--- src/rtl/csa_psum_accumulator.sv ---
// Partial-sum accumulator behind carry_save_adder: sums a group of beats, then scales and saturates the total.
// Optional macro CSA_ACC_ROUND_EN selects round-half-up before the shift; otherwise the shift truncates.
module csa_psum_accumulator #(
    parameter int W         = 4,
    parameter int E         = 3,
    parameter int ACC_W     = 16,
    parameter int OUT_W     = 8,
    parameter int SHIFT     = 2,
    parameter int MAX_BEATS = 64
) (
    input  logic             clk,
    input  logic             rst_n,
    input  logic             in_valid,
    input  logic [W+E:0]     in_sum,
    input  logic             in_last,
    output logic             in_ready,
    output logic             out_valid,
    input  logic             out_ready,
    output logic [OUT_W-1:0] out_data,
    output logic             out_sat,
    output logic             out_err
);

    localparam int IW    = W + E + 1;
    localparam int VW    = ACC_W + 1;
    localparam int CNT_W = $clog2(MAX_BEATS + 1);

`ifdef CSA_ACC_ROUND_EN
    localparam logic [VW-1:0] RND = (SHIFT > 0) ? (VW'(1) << ((SHIFT > 0) ? SHIFT - 1 : 0)) : '0;
`else
    localparam logic [VW-1:0] RND = '0;
`endif

    generate
        if (ACC_W < IW + $clog2(MAX_BEATS)) begin : g_acc_w_check
            $error("ACC_W too narrow for IW and MAX_BEATS");
        end
        if (SHIFT < 0 || SHIFT > ACC_W - 1) begin : g_shift_check
            $error("SHIFT out of range 0..ACC_W-1");
        end
    endgenerate

    typedef enum logic {IDLE, ACC} state_t;

    state_t             state_q;
    logic [ACC_W-1:0]   acc_q, acc_d;
    logic [CNT_W-1:0]   cnt_q, cnt_d;
    logic               valid_q;
    logic [OUT_W-1:0]   data_q, data_d;
    logic               sat_q, sat_d;
    logic               err_q, err_d;
    logic               accept;
    logic               close;
    logic [VW-1:0]      rounded;
    logic [VW-1:0]      scaled;

    assign in_ready  = ~valid_q | out_ready;
    assign out_valid = valid_q;
    assign out_data  = data_q;
    assign out_sat   = sat_q;
    assign out_err   = err_q;

    always_comb begin
        accept  = in_valid & in_ready;
        acc_d   = (state_q == IDLE) ? ACC_W'(in_sum) : acc_q + ACC_W'(in_sum);
        cnt_d   = cnt_q + 1'b1;
        close   = accept & (in_last | (cnt_d == CNT_W'(MAX_BEATS)));
        err_d   = ~in_last;
        rounded = {1'b0, acc_d} + RND;
        scaled  = rounded >> SHIFT;
    end

    // Any bit above the output field means the scaled value does not fit.
    generate
        if (OUT_W < VW) begin : g_sat
            assign sat_d  = |scaled[VW-1:OUT_W];
            assign data_d = sat_d ? {OUT_W{1'b1}} : scaled[OUT_W-1:0];
        end else begin : g_nosat
            assign sat_d  = 1'b0;
            assign data_d = OUT_W'(scaled);
        end
    endgenerate

    always_ff @(posedge clk) begin
        if (!rst_n) begin
            state_q <= IDLE;
            acc_q   <= '0;
            cnt_q   <= '0;
            valid_q <= 1'b0;
            data_q  <= '0;
            sat_q   <= 1'b0;
            err_q   <= 1'b0;
        end else if (close) begin
            // A close can coincide with a drain; the new result simply replaces the old one.
            state_q <= IDLE;
            acc_q   <= acc_d;
            cnt_q   <= '0;
            valid_q <= 1'b1;
            data_q  <= data_d;
            sat_q   <= sat_d;
            err_q   <= err_d;
        end else begin
            if (valid_q && out_ready) begin
                valid_q <= 1'b0;
            end
            if (accept) begin
                state_q <= ACC;
                acc_q   <= acc_d;
                cnt_q   <= cnt_d;
            end
        end
    end

endmodule
--- config.mk ---
export PLATFORM = sky130hd
export DESIGN_NAME = csa_psum_accumulator
export DESIGN_NICKNAME = d
export VERILOG_FILES = /design/src/rtl/csa_psum_accumulator.sv
export SDC_FILE = /design/constraint.sdc
export NUM_CORES = 1
export LEC_CHECK = 0
export ABC_AREA = 1
export CORE_MARGIN = 2
export CORE_UTILIZATION = 57
export CTS_BUF_LIST = sky130_fd_sc_hd__clkbuf_2
export DETAILED_ROUTE_END_ITERATION = 16
export GPL_TIMING_DRIVEN = 0
export PLACE_DENSITY = 0.77
export SLEW_MARGIN = 40
export SYNTH_ARGS = -nofsm -noshare
export SYNTH_HDL_FRONTEND = slang
export SYNTH_SLANG_ARGS = --single-unit
--- constraint.sdc ---
create_clock -name clk -period 3.05 [get_ports clk]
set_input_delay 0.305 -clock clk [delete_from_list [all_inputs] [get_ports clk]]
set_output_delay 0.305 -clock clk [all_outputs]
set_load 0.05 [all_outputs]
==> results by group, run 1 <==
Run status
  • Outcome: complete, no violations

Logic synthesis
  • Syn. warnings: 0
  • Mean post-synth cell area: around 6.4 sq um
  • Flop and latch count out of synthesis: 35
  • Synth Net Count: between 300 and 400
  • Yosys cell types: 32
  • Cells after synthesis: around 350
  • Synthesized area: ~0.0022 sq mm
  • Register area share after synthesis: a little under a third

Floorplanning
  • DIE WIDTH: about 67 um
  • Die H: around 67 um
  • Initial Util: 59.9%
  • I/O pin cnt: 25
  • Core area: between 0.003 and 0.004 sq mm
  • DIE AREA: around 0.0044 sq mm
  • FP Rows: 22

Timing
  • Unrepaired setup endpoints after global routing: false
  • Final hold vios: 0
  • Worst Clk Skew: roughly 14 ps
  • Slew @ Worst Pin: approximately 630 ps
  • Setup TNS: 0 ps
  • Slew headroom: between 50% and 60%
  • Fin crit period: about 2400 ps
  • Fmax: 417 MHz
  • Pins Over Slew Limit: 0
  • Fin crit share: between 70% and 80%
  • Worst hold slack: 335 ps
  • Final setup viols: 0

Run
  • Max Cap Violations: 0

Critical path
  • Crit Path Class: in2reg
  • Worst-path fanout max: 9
  • Most frequent CP cell: nand2_1
  • Worst EP arrival: approximately 2700 ps
  • Crit-path cells: clkdlybuf4s50_1, ha_1, fa_1, nand3_1, nand3_1, nand2_1, nand2_1, nand2_1, nand3_1, nand2_1, nor2_1, nor2_4, nand3_1, nand2_1, inv_1
  • Worst path slowest cell: clkdlybuf4s50_1
  • Critical Path End Type: flip-flop
  • Critical path's top delay family: simple AND/OR/NAND/NOR gates
  • CP bufs+invs: 2
  • CP required: 3370 ps
  • Largest stage delay, worst path: roughly 440 ps
  • Crit path launch type: input pin

Pwr
  • Leakage: 0.00129 uW
  • VDD IR max: around 0.00037 V
  • Power Density: 434 mW/mm^2

Detailed routing
  • Vias per std cell: between 5 and 6
  • # DRC: 0
  • DRT iter0 DRCs: between 150 and 200
  • Routed WL: between 5000 and 6000 um
  • First-pass DRT Iterations: 5
  • DR WL/cell: around 13 um
  • Final ANT Viol Nets: 0
  • Via count: around 2300

Global routing
  • Initial antenna violation count: 0
  • Total grt overflow: 0
  • First-pass GRT wire length: 9170 um
  • GRT Util Overall: between 20 and 30%
  • Largest net degree at the start of global routing: 13
  • Vias in the first global route: around 2100

Placement
  • Post-DP HPWL: roughly 4100 um
  • Placed cell area: roughly 0.0025 sq mm
  • Placer Congestion: just over 0.9
  • PortBufs: 23

Final layout
  • # diodes: 0
  • NumNets Final: about 400
  • Area grow syn2layout: 16.1%
  • Share of cells above drive strength 1: a little under 6%
  • Fill cells: between 300 and 400
  • Post-route cell area: 0.00258 sq mm

CTS
  • Setup bufs post-CTS: 0
  • CTS buffer count: 5
  • Clock Tree Buf Depth: 2
  • Root Driver: clkbuf_2
  • Clk_lat worst skew: 400 ps
  • Sink Count: 35
  • H-Tree Depth: 2
  • Post-CTS Resized: 0
  • CTS clk-pin slew, worst paths: roughly 190 ps
  • Hold Buf Count CTS: 0
  • CTS tree: built

Min path
  • Hold crit path type: in2reg
-- flip-flops by register name, indices dropped and copies added (netlist names) --
name / count
acc_q: 16
out_sat: 1
out_err: 1
out_valid: 1
out_data: 8
state_q: 1
cnt_q: 7
-- cell usage after synthesis --
cell       n  share of area [%]
inv_1     56                9.4
or2_2      1               0.28
or2_0      1               0.28
o211ai_1   6                2.0
inv_2      2               0.34
xnor2_1    5                2.0
nand2_1   90                 15
a21oi_2    2               0.79
clkinv_1   1               0.17
nand3_2    2               0.90
ha_1       9                5.1
nor2_1    20                3.4
dfxtp_1   35                 31
xor2_1     3                1.2
fa_1       1               0.90
clkbuf_1   8                1.3
clkbuf_2   1               0.22
o211a_1    1               0.45
a31oi_1    2               0.56
mux2i_1    1               0.45
nand2_2    1               0.28
nor2_2     2               0.56
nand3_1   35                7.9
nor3_1     6                1.3
o21ai_1    1               0.22
nor2_4     2                1.0
nand4_1    3               0.84
o21ai_0   27                6.1
or2_1      1               0.28
a21oi_1   17                3.8
buf_4      2               0.67
nand3b_1   2               0.67
-- through the flow --
step	power (uW)	instances	util, %	worst slack [ps]
floorplan	725	346	-	998
global placement	806	417	67.7	274
detailed placement	811	417	67.7	228
CTS	1120	425	69.6	666
global route	1180	425	69.6	478
finish	1120	425	69.6	651
-- path summary, 6_finish.rpt --
kind	slack, ps	from	depth (start not counted)	to
max	650	in_sum[0]	15	out_data[4]
min	340	rst_n	5	out_data[5]
max reg2reg	700	acc_q[0]	14	out_data[4]
min reg2reg	490	cnt_q[6]	2	cnt_q[6]
-- area by class of cell --
class / instances / area, sq um / share of cell area, %
well taps: 48 / 60.1 / 2.32
clock buffers: 5 / 25.0 / 0.968
repair buffers: 23 / 230 / 8.91
clock inverters: 3 / 42.5 / 1.65
inverters: 59 / 221 / 8.57
plain buffers: 11 / 50.0 / 1.94
multi-input cells: 241 / 1250 / 48.5
flip-flops and latches: 35 / 701 / 27.1
-- cells by family after synthesis --
group | synth area share (%)
AND/OR/NAND/NOR | 32.9
buffers and inverters | 12.2
AO/OA/AOI/OAI | 13.9
flip-flops | 31.5
adder cells (fa/ha/maj) | 5.96
XOR/XNOR | 3.15
multiplexers | 0.449
-- worst register-to-register path, stage by stage, from the launching register on --
cell and delay (ps):
dfxtp_1 350, ha_1 210, fa_1 440, nand3_1 120, nand3_1 160, nand2_1 110, nand2_1 80, nand2_1 110
nand3_1 70, nand2_1 60, nor2_1 60, nor2_4 250, nand3_1 130, nand2_1 90, inv_1 40
-- cells in the final DEF, fill, tap and decap left out --
| cell | n |
|---|---|
| nand2_1 | 90 |
| inv_1 | 56 |
| nand3_1 | 35 |
| dfxtp_1 | 35 |
| o21ai_0 | 27 |
| clkdlybuf4s50_1 | 23 |
| nor2_1 | 20 |
| a21oi_1 | 17 |
| ha_1 | 9 |
| clkbuf_1 | 8 |
| nor3_1 | 6 |
| o211ai_1 | 6 |
| clkbuf_2 | 6 |
| xnor2_1 | 5 |
| nand4_1 | 3 |
| xor2_1 | 3 |
| buf_4 | 2 |
| inv_2 | 2 |
| nand3b_1 | 2 |
| a21oi_2 | 2 |
| nand3_2 | 2 |
| a31oi_1 | 2 |
| nor2_2 | 2 |
| clkinv_1 | 2 |
| nor2_4 | 2 |
| nand2_2 | 1 |
| mux2i_1 | 1 |
| o21ai_1 | 1 |
| or2_2 | 1 |
| or2_1 | 1 |
| or2_0 | 1 |
| o211a_1 | 1 |
| fa_1 | 1 |
| inv_6 | 1 |
| bufinv_16 | 1 |
-- power breakdown --
group	switching, uW	total [uW]	internal [uW]
combinational	190	298	108
sequential	20.7	509	488
clock	175	314	139
total	386	1120	735
-- per-layer routing --
layer	track usage, %	vias up	wire length [um]
li1	-	1169	-
met1	38.4	1039	2710
met2	42.3	63	2300
met3	5.74	11	306
met4	8.16	0	89
met5	0	-	0
(Power assumes the default switching activity.)
==> run 2, diff against run 1 <==
- CORE_UTILIZATION: 57 -> 53
- PLACE_DENSITY: 0.77 -> 0.75
- clock period: 3.05 -> 2.2 ns (I/O delays scaled with it)
==> results by group, run 2 (synthesis results as in run 1) <==
Run status
  • Outcome: complete, no violations (unchanged)

Placement
  • Placed cell area: 0.00252 sq mm (about the same)
  • DP Worst Slack: -574 ps (was 228 ps)
  • Placer Congestion: 0.926 (was 0.919)
  • Placed insts: 419 (was 417)
  • PortBufs: 23 (unchanged)
  • Post-DP HPWL: 4120 um (was 4060 um)

Global routing
  • GRT Util Overall: 26.9% (was 27.4%)
  • First-pass GRT wire length: 9240 um (was 9170 um)
  • Total grt overflow: 0 (unchanged)
  • Largest net degree at the start of global routing: 12 (was 13)
  • Initial antenna violation count: 0 (unchanged)
  • Vias in the first global route: 2003 (was 2052)

Detailed routing
  • # DRC: 0 (unchanged)
  • Final ANT Viol Nets: 0 (unchanged)
  • Vias per std cell: 5.35 (was 5.37)
  • DR WL/cell: 13.9 um (was 12.7 um)
  • First-pass DRT Iterations: 4 (was 5)
  • Routed WL: 6000 um (was 5410 um)
  • Via count: 2307 (was 2282)
  • DRT iter0 DRCs: 142 (was 171)

Floorplanning
  • I/O pin cnt: 25 (unchanged)
  • DIE WIDTH: 68.8 um (was 66.5 um)
  • Die H: 68.8 um (was 66.5 um)
  • Initial Util: 55.3% (was 59.9%)
  • FP Rows: 23 (was 22)
  • Core area: 0.00403 sq mm (was 0.00372 sq mm)
  • DIE AREA: 0.00474 sq mm (was 0.00442 sq mm)

Timing
  • Worst Clk Skew: 20.0 ps (was 14.0 ps)
  • Slew headroom: 61.8% (was 58.0%)
  • Pins Over Slew Limit: 0 (unchanged)
  • Fmax: about 480 MHz
  • Final setup viols: 0 (unchanged)
  • Final hold vios: 0 (unchanged)
  • Setup WS post-layout: 95.3 ps (was 651 ps)
  • Fin crit period: approximately 2100 ps
  • Fin crit share: 95.7%
  • Slew @ Worst Pin: 572 ps (was 630 ps)

Run
  • Max Cap Violations: 0 (unchanged)

Critical path
  • Crit Path Class: reg2reg (was in2reg)
  • Critical Path End Type: flip-flop (unchanged)
  • CP required: 2540 ps (was 3370 ps)
  • Most frequent CP cell: nand2_2 (was nand2_1)
  • Worst path slowest cell: dfxtp_2 (was clkdlybuf4s50_1)
  • Crit-path cells: ha_2, fa_2, nand3_2, nand3_4, nand2_2, nand2_4, nand2_2, nand3_2, nand2_2, nor2_4, nor2_4, nand3_1, nand2_1, inv_1 (was clkdlybuf4s50_1, ha_1, fa_1, nand3_1, nand3_1, nand2_1, nand2_1, nand2_1, nand3_1, nand2_1, nor2_1, nor2_4, nand3_1, nand2_1, inv_1)
  • Crit path launch type: flip-flop (was input pin)
  • Worst-path fanout max: 5 (was 9)
  • Largest stage delay, worst path: 360 ps (was 440 ps)
  • Worst EP arrival: 2440 ps (was 2720 ps)

Final layout
  • Most flops, register: acc_q (unchanged)
  • Post-route cell area: 0.00271 sq mm (was 0.00258 sq mm)
  • Most common cell after layout, fill and taps aside: nand2_1 (unchanged)
  • Area grow syn2layout: 21.8% (was 16.1%)
  • # diodes: 0 (unchanged)
  • Area of the multi-input gates: 0.00139 sq mm (was 0.00125 sq mm)
  • Share of cells above drive strength 1: 12.9% (was 5.84%)
  • Fill cells: 388 (was 354)
  • Layout Cells excl Fill: 431 (was 425)
  • NumNets Final: 403 (was 399)
  • Max reg flops: 16 (unchanged)
  • Reg area: 702 sq um (was 701 sq um)
  • Commonest non-fill, non-tap cells in the layout: nand2_1 (84), inv_1 (56), dfxtp_1 (34) (was nand2_1 (90), inv_1 (56), nand3_1 (35), dfxtp_1 (35), o21ai_0 (27))

Pwr
  • Power Density: 551 mW/mm^2 (was 434 mW/mm^2)
  • VDD IR max: 0.000408 V (was 0.000371 V)
  • Leakage: 0.00130 uW (was 0.00129 uW)

CTS
  • CTS buffer count: 5 (unchanged)
  • Clock Tree Buf Depth: 2 (unchanged)
  • H-Tree Depth: 2 (unchanged)
  • Sink Count: 35 (unchanged)
  • Root Driver: clkbuf_2 (unchanged)
  • CTS tree: built (unchanged)
  • CTS clk-pin slew, worst paths: 180 ps (was 190 ps)
  • Clk_lat worst skew: 420 ps (was 400 ps)

Min path
  • Hold crit path type: in2reg (unchanged)
run 2: changes by cell type in the layout (fill, tap and decap cells not counted), moves of 2 or more:
cell / change
ha_2: +2
nor2_1: -2
ha_1: -5
buf_4: +2
ha_4: +3
nor2_2: +3
nand3_1: -7
nand2_2: +5
nand2_1: -6
nand3_2: +6
run 2: worst max-delay path: cells and delay by family (launching register included):
kind | cells | cell delay, ps
flops | 1 | 360
fa+ha+maj | 2 | 540
simple gates | 11 | 1090
buf+inv | 1 | 40
run 2: power breakdown:
part / switching (uW) / internal, uW / leakage, uW
Clock: 246 / 82.1 / 0.0000306
Combinational: 283 / 174 / 0.000985
Sequential: 32.2 / 677 / 0.000289
Total: 561 / 933 / 0.00130
run 2: path summary, 6_finish.rpt:
| kind | from | to | slack [ps] | cells after the start |
|---|---|---|---|---|
| worst min register to register | cnt_q[1] | cnt_q[1] | 520 | 2 |
| worst max register to register | acc_q[0] | out_data[0] | 100 | 14 |
| worst max-delay path | acc_q[0] | out_data[0] | 100 | 14 |
| worst min-delay path | rst_n | out_data[1] | 250 | 5 |
run 2: cell type report:
| type | count | share of cell area, % |
|---|---|---|
| clock buffer | 6 | 1.11 |
| tap | 50 | 2.31 |
| inverter | 59 | 8.16 |
| multi-input combinational | 243 | 51.2 |
| sequential | 35 | 25.9 |
| buffer | 11 | 1.85 |
| clock inverter | 2 | 0.461 |
| timing repair buffer | 25 | 9.04 |
run 2: per-stage QoR:
stage / power, uW / setup TNS, ps / utilization [%] / hold slack [ps]
finish: 1490 / 0 / 67.3 / 251
global route: 1570 / -53.6 / 67.3 / 286
global placement: 1120 / -5570 / 62.5 / 467
floorplan: 1010 / 0 / - / 381
CTS: 1450 / 0 / 64.3 / 233
detailed placement: 1130 / -5900 / 62.5 / 491
run 2: metal layers:
metal	share of wire, %	wire length [um]	GRT usage [%]
met1	46	2780	37.1
met2	44	2640	41.6
met3	8.1	488	5.84
met4	1.5	92	8.82
met5	0	0	0
run 2: repair_timing:
| item | in CTS | in global routing |
|---|---|---|
| setup buffers | 1 | 1 |
| endpoints found under the setup margin | 9 | 10 |
| cloned | 1 | 1 |
| pin swaps | 2 | 7 |
| hold buffers | 0 | 0 |
| gates resized for setup | 4 | 26 |
==> run 3, diff against run 2 <==
- CORE_UTILIZATION: 53 -> 38
- PLACE_DENSITY: 0.75 -> 0.56
==> results by group, run 3 (synthesis results as in run 1) <==
Run status
  • Outcome: complete, no violations (unchanged)

Timing
  • Final hold vios: 0 (unchanged)
  • Slew @ Worst Pin: 625 ps (was 572 ps)
  • Setup WS post-layout: 83.6 ps (was 95.3 ps)
  • Fmax: 473 MHz (was 475 MHz)
  • Setup TNS: 0 ps (unchanged)
  • Slew headroom: 58.3% (was 61.8%)
  • Worst hold slack: 289 ps (was 251 ps)
  • Pins Over Slew Limit: 0 (unchanged)
  • Worst Clk Skew: 25.5 ps (was 20.0 ps)
  • Fin crit share: 96.2% (was 95.7%)
  • Final setup viols: 0 (unchanged)
  • Fin crit period: 2120 ps (was 2100 ps)

Min path
  • Hold Path Cell Cnt: 5 (unchanged)
  • Hold Crit Start: rst_n (unchanged)
  • Hold crit path type: in2reg (unchanged)
  • WHS Endpoint: out_data[6] (was out_data[1])

Run
  • Max Cap Violations: 0 (unchanged)

CTS
  • Sink Count: 35 (unchanged)
  • Clock Tree Buf Depth: 2 (unchanged)
  • H-Tree Depth: 2 (unchanged)
  • CTS clk-pin slew, worst paths: 210 ps (was 180 ps)
  • CTS tree: built (unchanged)
  • CTS buffer count: 5 (unchanged)
  • Root Driver: clkbuf_2 (unchanged)
  • Clk_lat worst skew: 390 ps (was 420 ps)

Critical path
  • Critical Path End Type: flip-flop (unchanged)
  • Crit-path cells: ha_2, fa_2, nand3_2, nand3_4, nand2_2, nand2_2, nand2_2, nand3_1, nand2_1, nor2_2, nor2_4, nand3_1, nand2_1, inv_1 (was ha_2, fa_2, nand3_2, nand3_4, nand2_2, nand2_4, nand2_2, nand3_2, nand2_2, nor2_4, nor2_4, nand3_1, nand2_1, inv_1)
  • Most frequent CP cell: nand2_2 (unchanged)
  • Crit Path Class: reg2reg (unchanged)
  • CP bufs+invs: 1 (unchanged)
  • Worst-path fanout max: 5 (unchanged)
  • Worst r2r dst: out_data[1] (was out_data[0])
  • Crit path launch type: flip-flop (unchanged)
  • Critical path's top delay family: simple AND/OR/NAND/NOR gates (unchanged)
  • CP required: 2500 ps (was 2540 ps)
  • R2r worst-path depth: 14 (unchanged)
  • Worst EP arrival: 2410 ps (was 2440 ps)
  • Reg2Reg Launch Point: acc_q[0] (unchanged)
  • Reg2reg setup slack: 80 ps (was 100 ps)
  • Largest stage delay, worst path: 400 ps (was 360 ps)
  • Worst path slowest cell: fa_2 (was dfxtp_2)

Floorplanning
  • I/O pin cnt: 25 (unchanged)
  • Die H: 80.6 um (was 68.8 um)
  • Initial Util: 40.0% (was 55.3%)
  • DIE AREA: 0.00649 sq mm (was 0.00474 sq mm)
  • Core area: 0.00557 sq mm (was 0.00403 sq mm)
  • DIE WIDTH: 80.6 um (was 68.8 um)
  • FP Rows: 27 (was 23)

Final layout
  • Area of the multi-input gates: 0.00142 sq mm (was 0.00139 sq mm)
  • Layout Cells excl Fill: 456 (was 431)
  • Area grow syn2layout: 26.5% (was 21.8%)
  • Most common cell after layout, fill and taps aside: nand2_1 (unchanged)
  • Share of cells above drive strength 1: 13.3% (was 12.9%)
  • Commonest non-fill, non-tap cells in the layout: nand2_1 (86), inv_1 (56), dfxtp_1 (34) (was nand2_1 (84), inv_1 (56), dfxtp_1 (34))
  • Max reg flops: 16 (unchanged)
  • Reg area: 702 sq um (unchanged)
  • NumNets Final: 406 (was 403)
  • # diodes: 0 (unchanged)
  • Most flops, register: acc_q (unchanged)
  • Fill cells: 608 (was 388)

Pwr
  • VDD IR max: 0.000410 V (was 0.000408 V)
  • Tot Pwr: 1610 uW (was 1490 uW)
  • Leakage: 0.00133 uW (was 0.00130 uW)
  • Power Density: 571 mW/mm^2 (was 551 mW/mm^2)

Detailed routing
  • Met2 wire length: 2620 um (was 2640 um)
  • Via count: 2257 (was 2307)
  • DRT iter0 DRCs: 146 (was 142)
  • Uppermost layer routed: met4 (unchanged)
  • Routed WL: 6140 um (was 6000 um)
  • DR WL/cell: 13.5 um (was 13.9 um)
  • DR WL met3: 294 um (was 488 um)
  • First-pass DRT Iterations: 4 (unchanged)
  • Vias per std cell: 4.95 (was 5.35)
  • # DRC: 0 (unchanged)
  • Met1 wire length: 3170 um (was 2780 um)
  • Final ANT Viol Nets: 0 (unchanged)

Global routing
  • Initial antenna violation count: 0 (unchanged)
  • First-pass GRT wire length: 9980 um (was 9240 um)
  • GRT Util Overall: 20.0% (was 26.9%)
  • Largest net degree at the start of global routing: 12 (unchanged)
  • Total grt overflow: 0 (unchanged)
  • Vias in the first global route: 2036 (was 2003)

Placement
  • Placer Congestion: 0.806 (was 0.926)
  • PortBufs: 23 (unchanged)
  • Placed insts: 441 (was 419)
  • DP Worst Slack: -510 ps (was -574 ps)
  • Post-DP HPWL: 4350 um (was 4120 um)
## run 3: power by group
part	internal, uW	leakage (uW)	switching (uW)
Sequential	677	0.000289	34.2
Clock	187	0.0000404	236
Combinational	187	0.000997	286
## run 3: worst max-delay path by stage
stage,startpoint,endpoint,slack (ps),depth (start not counted)
final,acc_q[0],out_data[1],80,14
after global placement,in_sum[0],out_data[5],-520,15
after floorplan,out_valid,out_data[0],150,12
after CTS,acc_q[0],out_data[1],40,14
after detailed placement,in_sum[0],out_data[1],-510,15
after global routing,acc_q[0],out_data[3],-8,14
## run 3: routing by layer
| layer | GRT usage [%] | vias up |
|---|---|---|
| li1 | - | 1178 |
| met1 | 30.0 | 1014 |
| met2 | 29.3 | 59 |
| met3 | 3.71 | 6 |
| met4 | 5.08 | 0 |
| met5 | 0 | - |
## run 3: tightest hold or removal path: stages
cell	delay, ps
clkbuf_1	180
o21ai_0	120
inv_1	40
nand2_1	50
inv_1	30
## run 3: layout make-up
| cell class | instances | area share [%] |
|---|---|---|
| Buffer | 11 | 1.78 |
| Clock buffer | 5 | 0.888 |
| Clock inverter | 3 | 1.38 |
| Inverter | 59 | 7.86 |
| Multi-Input combinational cell | 242 | 50.3 |
| Sequential cell | 35 | 24.9 |
| Tap cell | 72 | 3.20 |
| Timing Repair Buffer | 29 | 9.68 |
## run 3: what timing repair did
| item | 4_1_cts | 5_1_grt |
|---|---|---|
| hold buffers | 0 | 0 |
| setup endpoints to repair | 9 | 10 |
| pin swaps | 1 | 7 |
| endpoints found under the hold margin | 0 | 0 |
| setup buffers | 0 | 6 |
| gates resized for setup | 3 | 25 |
| gates cloned | 1 | 0 |
## run 3: per-stage QoR
stage	util [%]	cell area [sq um]
floorplan	-	2230
global placement	45.7	2550
detailed placement	45.7	2550
CTS	47.1	2630
global route	50.5	2820
finish	50.5	2820
